**src/rtl/alu_mul_seq.sv**
```systemverilog
// rtl/alu_mul_seq.sv - shift-and-add 16x16->32 multiply sequencer sharing the core ALU
module alu_mul_seq #(
  parameter int DATA_W     = 16,
  parameter int ALU_FUNC_W = 4,
  parameter int FR_FLAG_W  = 4,
  parameter logic [ALU_FUNC_W-1:0] ALU_ADD = '0
) (
  input  logic                  clk,
  input  logic                  rst_n,
  input  logic                  start,
  input  logic                  abort,
  input  logic [DATA_W-1:0]     src_a,
  input  logic [DATA_W-1:0]     src_b,
  input  logic [DATA_W-1:0]     core_a,
  input  logic [DATA_W-1:0]     core_b,
  input  logic [ALU_FUNC_W-1:0] core_func,
  output logic [DATA_W-1:0]     alu_a,
  output logic [DATA_W-1:0]     alu_b,
  output logic [ALU_FUNC_W-1:0] alu_func,
  input  logic [DATA_W-1:0]     alu_y,
  input  logic [FR_FLAG_W-1:0]  alu_flags,
  output logic                  busy,
  output logic                  done,
  output logic [DATA_W-1:0]     prod_hi,
  output logic [DATA_W-1:0]     prod_lo,
  output logic [FR_FLAG_W-1:0]  mul_flags
);

  localparam int CNT_W = (DATA_W > 1) ? $clog2(DATA_W) : 1;

  typedef enum logic [1:0] {IDLE, RUN, DONE} state_t;

  state_t            state, state_nxt;
  logic [DATA_W-1:0] mcand, acc_hi, acc_lo;
  logic [DATA_W-1:0] prod_hi_q, prod_lo_q;
  logic [CNT_W-1:0]  cnt;
  logic              last_iter;
  logic              unused_flags;

  assign last_iter    = (cnt == CNT_W'(DATA_W - 1));
  assign unused_flags = ^{alu_flags[FR_FLAG_W-1:2], alu_flags[0]};

  always_ff @(posedge clk or negedge rst_n) begin
    if (!rst_n) state <= IDLE;
    else        state <= state_nxt;
  end

  always_comb begin
    state_nxt = state;
    alu_a     = core_a;
    alu_b     = core_b;
    alu_func  = core_func;
    busy      = 1'b0;
    done      = 1'b0;
    case (state)
      IDLE: begin
        if (start) state_nxt = RUN;
      end
      RUN: begin
        alu_a    = acc_hi;
        alu_b    = acc_lo[0] ? mcand : '0;
        alu_func = ALU_ADD;
        busy     = 1'b1;
        if (abort)          state_nxt = IDLE;
        else if (last_iter) state_nxt = DONE;
      end
      DONE: begin
        busy      = 1'b1;
        done      = !abort;
        state_nxt = IDLE;
      end
      default: state_nxt = IDLE;
    endcase
  end

  // ALU carry becomes the new MSB of acc_hi so the partial sum never overflows
  always_ff @(posedge clk or negedge rst_n) begin
    if (!rst_n) begin
      mcand     <= '0;
      acc_hi    <= '0;
      acc_lo    <= '0;
      cnt       <= '0;
      prod_hi_q <= '0;
      prod_lo_q <= '0;
    end else begin
      case (state)
        IDLE: begin
          if (start) begin
            mcand  <= src_a;
            acc_lo <= src_b;
            acc_hi <= '0;
            cnt    <= '0;
          end
        end
        RUN: begin
          if (!abort) begin
            {acc_hi, acc_lo} <= {alu_flags[1], alu_y, acc_lo[DATA_W-1:1]};
            cnt              <= cnt + 1'b1;
          end
        end
        DONE: begin
          if (!abort) begin
            prod_hi_q <= acc_hi;
            prod_lo_q <= acc_lo;
          end
        end
        default: ;
      endcase
    end
  end

  // Product is visible during the done cycle itself, then held in prod_*_q
  assign prod_hi   = done ? acc_hi : prod_hi_q;
  assign prod_lo   = done ? acc_lo : prod_lo_q;
  assign mul_flags = {prod_hi[DATA_W-1], ~|{prod_hi, prod_lo}, 1'b0, |prod_hi};

endmodule

```
**config.mk**
```make
export PLATFORM = sky130hd
export DESIGN_NAME = alu_mul_seq
export DESIGN_NICKNAME = d
export VERILOG_FILES = /design/src/rtl/alu_mul_seq.sv
export SDC_FILE = /design/constraint.sdc
export NUM_CORES = 1
export LEC_CHECK = 0
export ABC_AREA = 0
export BUFFER_PORTS_ARGS = -buffer_cell sky130_fd_sc_hd__buf_2
export CAP_MARGIN = 20
export CELL_PAD_IN_SITES_DETAIL_PLACEMENT = 0
export CELL_PAD_IN_SITES_GLOBAL_PLACEMENT = 1
export CORE_ASPECT_RATIO = 2
export CORE_MARGIN = 2
export CORE_UTILIZATION = 39
export CTS_CLUSTER_SIZE = 25
export DETAILED_ROUTE_END_ITERATION = 8
export PLACE_DENSITY_LB_ADDON = 0.1
export REMOVE_ABC_BUFFERS = 1
export SLEW_MARGIN = 5
export SYNTH_ARGS = -nofsm -noshare
export SYNTH_HDL_FRONTEND = slang
export SYNTH_SLANG_ARGS = --single-unit
export TNS_END_PERCENT = 50
```
**constraint.sdc**
```tcl
create_clock -name clk -period 3.5 [get_ports clk]
set_input_delay 0.35 -clock clk [delete_from_list [all_inputs] [get_ports clk]]
set_output_delay 0.35 -clock clk [all_outputs]
set_load 0.005 [all_outputs]
```
==> results.cfg, run 1 <==
[global_routing]
globalRouteOverflowTotal = 0
grt_pass1_wl_mm = 16.4
antenna_found_initial = 0
grt_usage_pct = 17.9
grt_max_degree = 75
grt_pass1_vias = 3383

[synthesis]
syn_area_per_cell_um2 = 9.87
ys_seq_area_share_pct = 51.2
synth_area_um2 = 4210
synth_top_area_share_pct = 51.2
synth_cell_types = 35
synth_commonest_cells = nand2_1 (125), dfrtp_1 (86), mux2_2 (46)
yosys_warnings = 0
syn_inst = 426
synth-async-reset-ratio_pct = 100
ys_ff_latch = 86
synth_edf_count = 0
ys_top_cells_by_area = dfrtp_1 (51%), mux2_2 (12%), nand2_1 (11%)
synth_top_cell_by_area = dfrtp_1
synth_flop_cell = dfrtp_1
yosysMostFrequentCell = nand2_1

[clock_tree]
cts_setup_buffers = 0
clk_latency_ns = 0.33
path_clk_slew_ns = 0.06
numCtsBuffers = 9
cts_tree = done
cts_resized = 0
clock_sinks = 86
cts-hold-fix-buffers = 0
cts_root_buffer = clkbuf_16
htreeDepth = 3
clock_path_buffers = 2

[detailed_routing]
ant_nets = 0
drc_errors = 0
routedWlPerCell_um = 14.3
num_vias = 3464
first_iter_violations = 129
wl_mm = 10.2
avgViaCountPerCell = 4.83
drtPass1Iterations = 4

[final_layout]
final_cells = 717
n_antenna_cell = 0
finalNetCount = 674
area_growth_pct = 27.6
utilization_pct = 51.2
n_fill_cell = 1033
drive_gt1_share_pct = 39.8
postLayoutCellArea_um2 = 5370

[critical_path]
worst-path-buf-inv = 2
cp.depth = 7
critPathTopFamily = simple AND/OR/NAND/NOR gates
endpoint_kind = primary output
cp.arrival_ns = 2.65
critPathKind = reg -> out
cp_max_fo = 27
worstRegToRegCells = 6
required_ns = 3.15
cp_cell_sequence = inv_1 -> ha_1 -> nand2b_4 -> mux2_4 -> or4_1 -> nor4_2 -> buf_2
slowest_delay_ns = 0.59
slowest_stage = or4_1
critPathLaunchType = flop

[floorplanning]
die_area_um2 = 11700
die_w_um = 77.4
initial_core_util_pct = 40.1
fp.dieH_um = 151
num_rows = 53
core-area_um2 = 10500
io_pins = 166

[pwr]
power_density_nw_per_um2 = 847
total_power_mw = 4.55
power.ir.vdd_worst_mv = 0.397
power_leakage_nw = 2.93

[timing]
tns_ns = 0
hold_ws_ns = 0.162
setup_violations = 0
drv_slew = 0
post-route-period-util_pct = 85.8
finalWorstSetupSlack_ns = 0.496
fmax_mhz = 333
post-route-min-period_ns = 3.00
rsz0062_at_grt = false
slew_headroom_pct = 35.8
finalHoldViolCount = 0
clock-skew-final_ns = 0.00754
max_slew.worst_pin.slew_ns = 0.963

[placed_design]
dp_cells = 704
port_buffers = 161
place_area_um2 = 5120
dp_hpwl_mm = 7.56
gp_congestion = 0.779
dp_slack_ns = 0.840

[worst_hold_path]
hold_path_class = in -> async

[job]
max_cap_violations = 0

[run_status]
run_status = complete, no violations
## flip-flops by register name, summed over array words and instances, names as in the netlist
| register | cells |
|---|---|
| acc_hi | 16 |
| acc_lo | 16 |
| prod_hi_q | 16 |
| state | 2 |
| prod_lo_q | 16 |
| mcand | 16 |
| cnt | 4 |
## final timing paths
check / slack, ns / startpoint / to
setup / recovery: 0.50 / state[0] / mul_flags[2]
hold / removal: 0.16 / rst_n / mcand[12]
setup reg to reg: 1.13 / state[1] / acc_hi[14]
hold reg to reg: 0.50 / prod_lo_q[9] / prod_lo_q[9]
max in group asynchronous: 2.55 / rst_n / acc_hi[13]
min in group clk: 0.23 / alu_y[4] / acc_hi[3]
## where the power goes
part	internal, mW	switching, mW	leakage (nW)
Sequential	1.44	0.336	1.10
Combinational	0.961	0.997	1.70
Clock	0.465	0.352	0.124
Total	2.86	1.68	2.93
## placed cells by master, fill, tap and decap left out, types with 5 or more instances in the layout
cell type	instances
a22o_1	18
buf_2	160
buf_4	6
clkbuf_16	9
dfrtp_1	86
inv_1	19
mux2_2	46
mux2i_1	17
nand2_1	125
nor2_1	6
nor2b_1	5
nor4_1	8
o21ai_0	33
## area by class of cell
type | instances | area (um2) | area share (%)
well taps | 137 | 171 | 3.19
clock inverters | 3 | 15.0 | 0.280
inverters | 20 | 75.1 | 1.40
multi-input cells | 295 | 1880 | 35.0
flip-flops and latches | 86 | 2150 | 40.1
repair buffers | 166 | 846 | 15.8
clock buffers | 10 | 229 | 4.27
## per-layer routing
layer	global-route usage (%)	up-vias	wire length, um
li1	-	1730	-
met1	20.0	1605	4010
met2	32.9	118	5510
met3	3.81	11	565
met4	6.70	0	152
met5	0	-	0
## cells by family after synthesis
group,synth area share [%]
AO/OA/AOI/OAI,8.90
XOR/XNOR,0.208
adder cells (fa/ha/maj),1.19
buffers and inverters,4.46
flip-flops,51.2
multiplexers,17.1
other,0.0892
AND/OR/NAND/NOR,16.9
(Power assumes the default switching activity.)
==> run 2: changes to the inputs <==
--- a/config.mk
+++ b/config.mk
@@ -11,7 +11,6 @@
 export CELL_PAD_IN_SITES_DETAIL_PLACEMENT = 0
 export CELL_PAD_IN_SITES_GLOBAL_PLACEMENT = 1
 export CORE_ASPECT_RATIO = 2
-export CORE_MARGIN = 2
 export CORE_UTILIZATION = 39
 export CTS_CLUSTER_SIZE = 25
 export DETAILED_ROUTE_END_ITERATION = 8
==> results.cfg, run 2 (synthesis results as in run 1) <==
[run_status]
run_status = complete, no violations

[detailed_routing]
wl_mm = 10.2
num_vias = 3504
drtPass1Iterations = 4
drc_errors = 0
first_iter_violations = 116
ant_nets = 0
avgViaCountPerCell = 4.87
routedWlPerCell_um = 14.2

[clock_tree]
clk_latency_ns = 0.34
numCtsBuffers = 9
cts_tree = done
path_clk_slew_ns = 0.06
cts_root_buffer = clkbuf_16
cts_resized = 0
htreeDepth = 3
cts_setup_buffers = 0
clock_sinks = 86
clock_path_buffers = 2
cts-hold-fix-buffers = 0

[critical_path]
endpoint_kind = primary output
critPathKind = reg -> out
cp_cell_sequence = inv_1 -> ha_1 -> nand2b_4 -> mux2_2 -> or4_1 -> nor4_2 -> buf_2
cp_max_fo = 27
slowest_stage = or4_1
cp.arrival_ns = 2.63
required_ns = 3.15
worst-path-buf-inv = 2
slowest_delay_ns = 0.53
critPathTopFamily = simple AND/OR/NAND/NOR gates
critPathLaunchType = flop

[final_layout]
n_antenna_cell = 0
finalNetCount = 674
area_growth_pct = 30.7
drive_gt1_share_pct = 39.9
final_common_cell = buf_2
final_cell_mix = buf_2 (160), nand2_1 (125), dfrtp_1 (86)
postLayoutCellArea_um2 = 5500
n_fill_cell = 1032

[timing]
max_slew.worst_pin.slew_ns = 0.714
tns_ns = 0
rsz0062_at_grt = false
hold_ws_ns = 0.228
setup_violations = 0
post-route-period-util_pct = 85.1
finalWorstSetupSlack_ns = 0.522
slew_headroom_pct = 52.3
finalHoldViolCount = 0
clock-skew-final_ns = 0.00739
drv_slew = 0
post-route-min-period_ns = 2.98
fmax_mhz = 336

[placed_design]
gp_congestion = 0.784
place_area_um2 = 5120
dp_hpwl_mm = 7.32
port_buffers = 161
dp_slack_ns = 0.863

[floorplanning]
num_rows = 53
die_area_um2 = 11200
io_pins = 166
core-area_um2 = 10500
initial_core_util_pct = 40.1
die_w_um = 75.4
fp.dieH_um = 149

[pwr]
power_leakage_nw = 2.98
power_density_nw_per_um2 = 881
total_power_mw = 4.84
power.ir.vdd_worst_mv = 0.425

[global_routing]
antenna_found_initial = 0
grt_max_degree = 87
grt_usage_pct = 19.1
globalRouteOverflowTotal = 0
grt_pass1_vias = 3436
grt_pass1_wl_mm = 16.0

[worst_hold_path]
hold_path_class = in -> reg

[job]
max_cap_violations = 0
run 2: path summary, 6_finish.rpt:
kind / depth (start not counted) / startpoint / slack (ns) / end
max in group asynchronous: 3 / rst_n / 2.45 / acc_lo[9]
min reg2reg: 2 / prod_lo_q[4] / 0.50 / prod_lo_q[4]
max reg2reg: 6 / state[1] / 1.29 / cnt[2]
min in group asynchronous: 2 / rst_n / 0.43 / mcand[12]
min: 2 / alu_flags[1] / 0.23 / acc_hi[15]
max: 7 / state[0] / 0.52 / mul_flags[2]
run 2: report_power, final:
part	switching, mW	leakage [nW]	internal [mW]
clock	0.376	0.166	0.712
combinational	1.01	1.71	0.975
sequential	0.336	1.10	1.44
total	1.72	2.98	3.12
run 2: area by class of cell:
cell class              count  area [um2]  share of cell area (%)
flip-flops and latches     86        2150                    39.2
multi-input cells         295        1880                    34.2
repair buffers            166         881                    16.0
clock buffers              11         243                    4.42
well taps                 137         171                    3.12
clock inverters             4        95.1                    1.73
inverters                  20        75.1                    1.37
run 2: worst register-to-register path, cell delays in order (launching register included):
cell and delay (ns):
dfrtp_1 0.39, inv_1 0.09, ha_2 0.49, nor2b_1 0.17, o21ai_4 0.53, o21ai_0 0.22
a22o_1 0.21
run 2: metal layers:
layer	track usage, %	part of all wire [%]
met1	21.1	39
met2	34.2	54
met3	5.00	5.9
met4	6.67	1.5
met5	0	0
run 2: stage by stage:
stage / utilization (%) / cells
3_5_place_dp: 48.9 / 702
5_1_grt: 52.5 / 719
4_1_cts: 52.1 / 717
3_3_place_gp: 48.9 / 702
6_report: 52.5 / 719
2_1_floorplan: - / 401
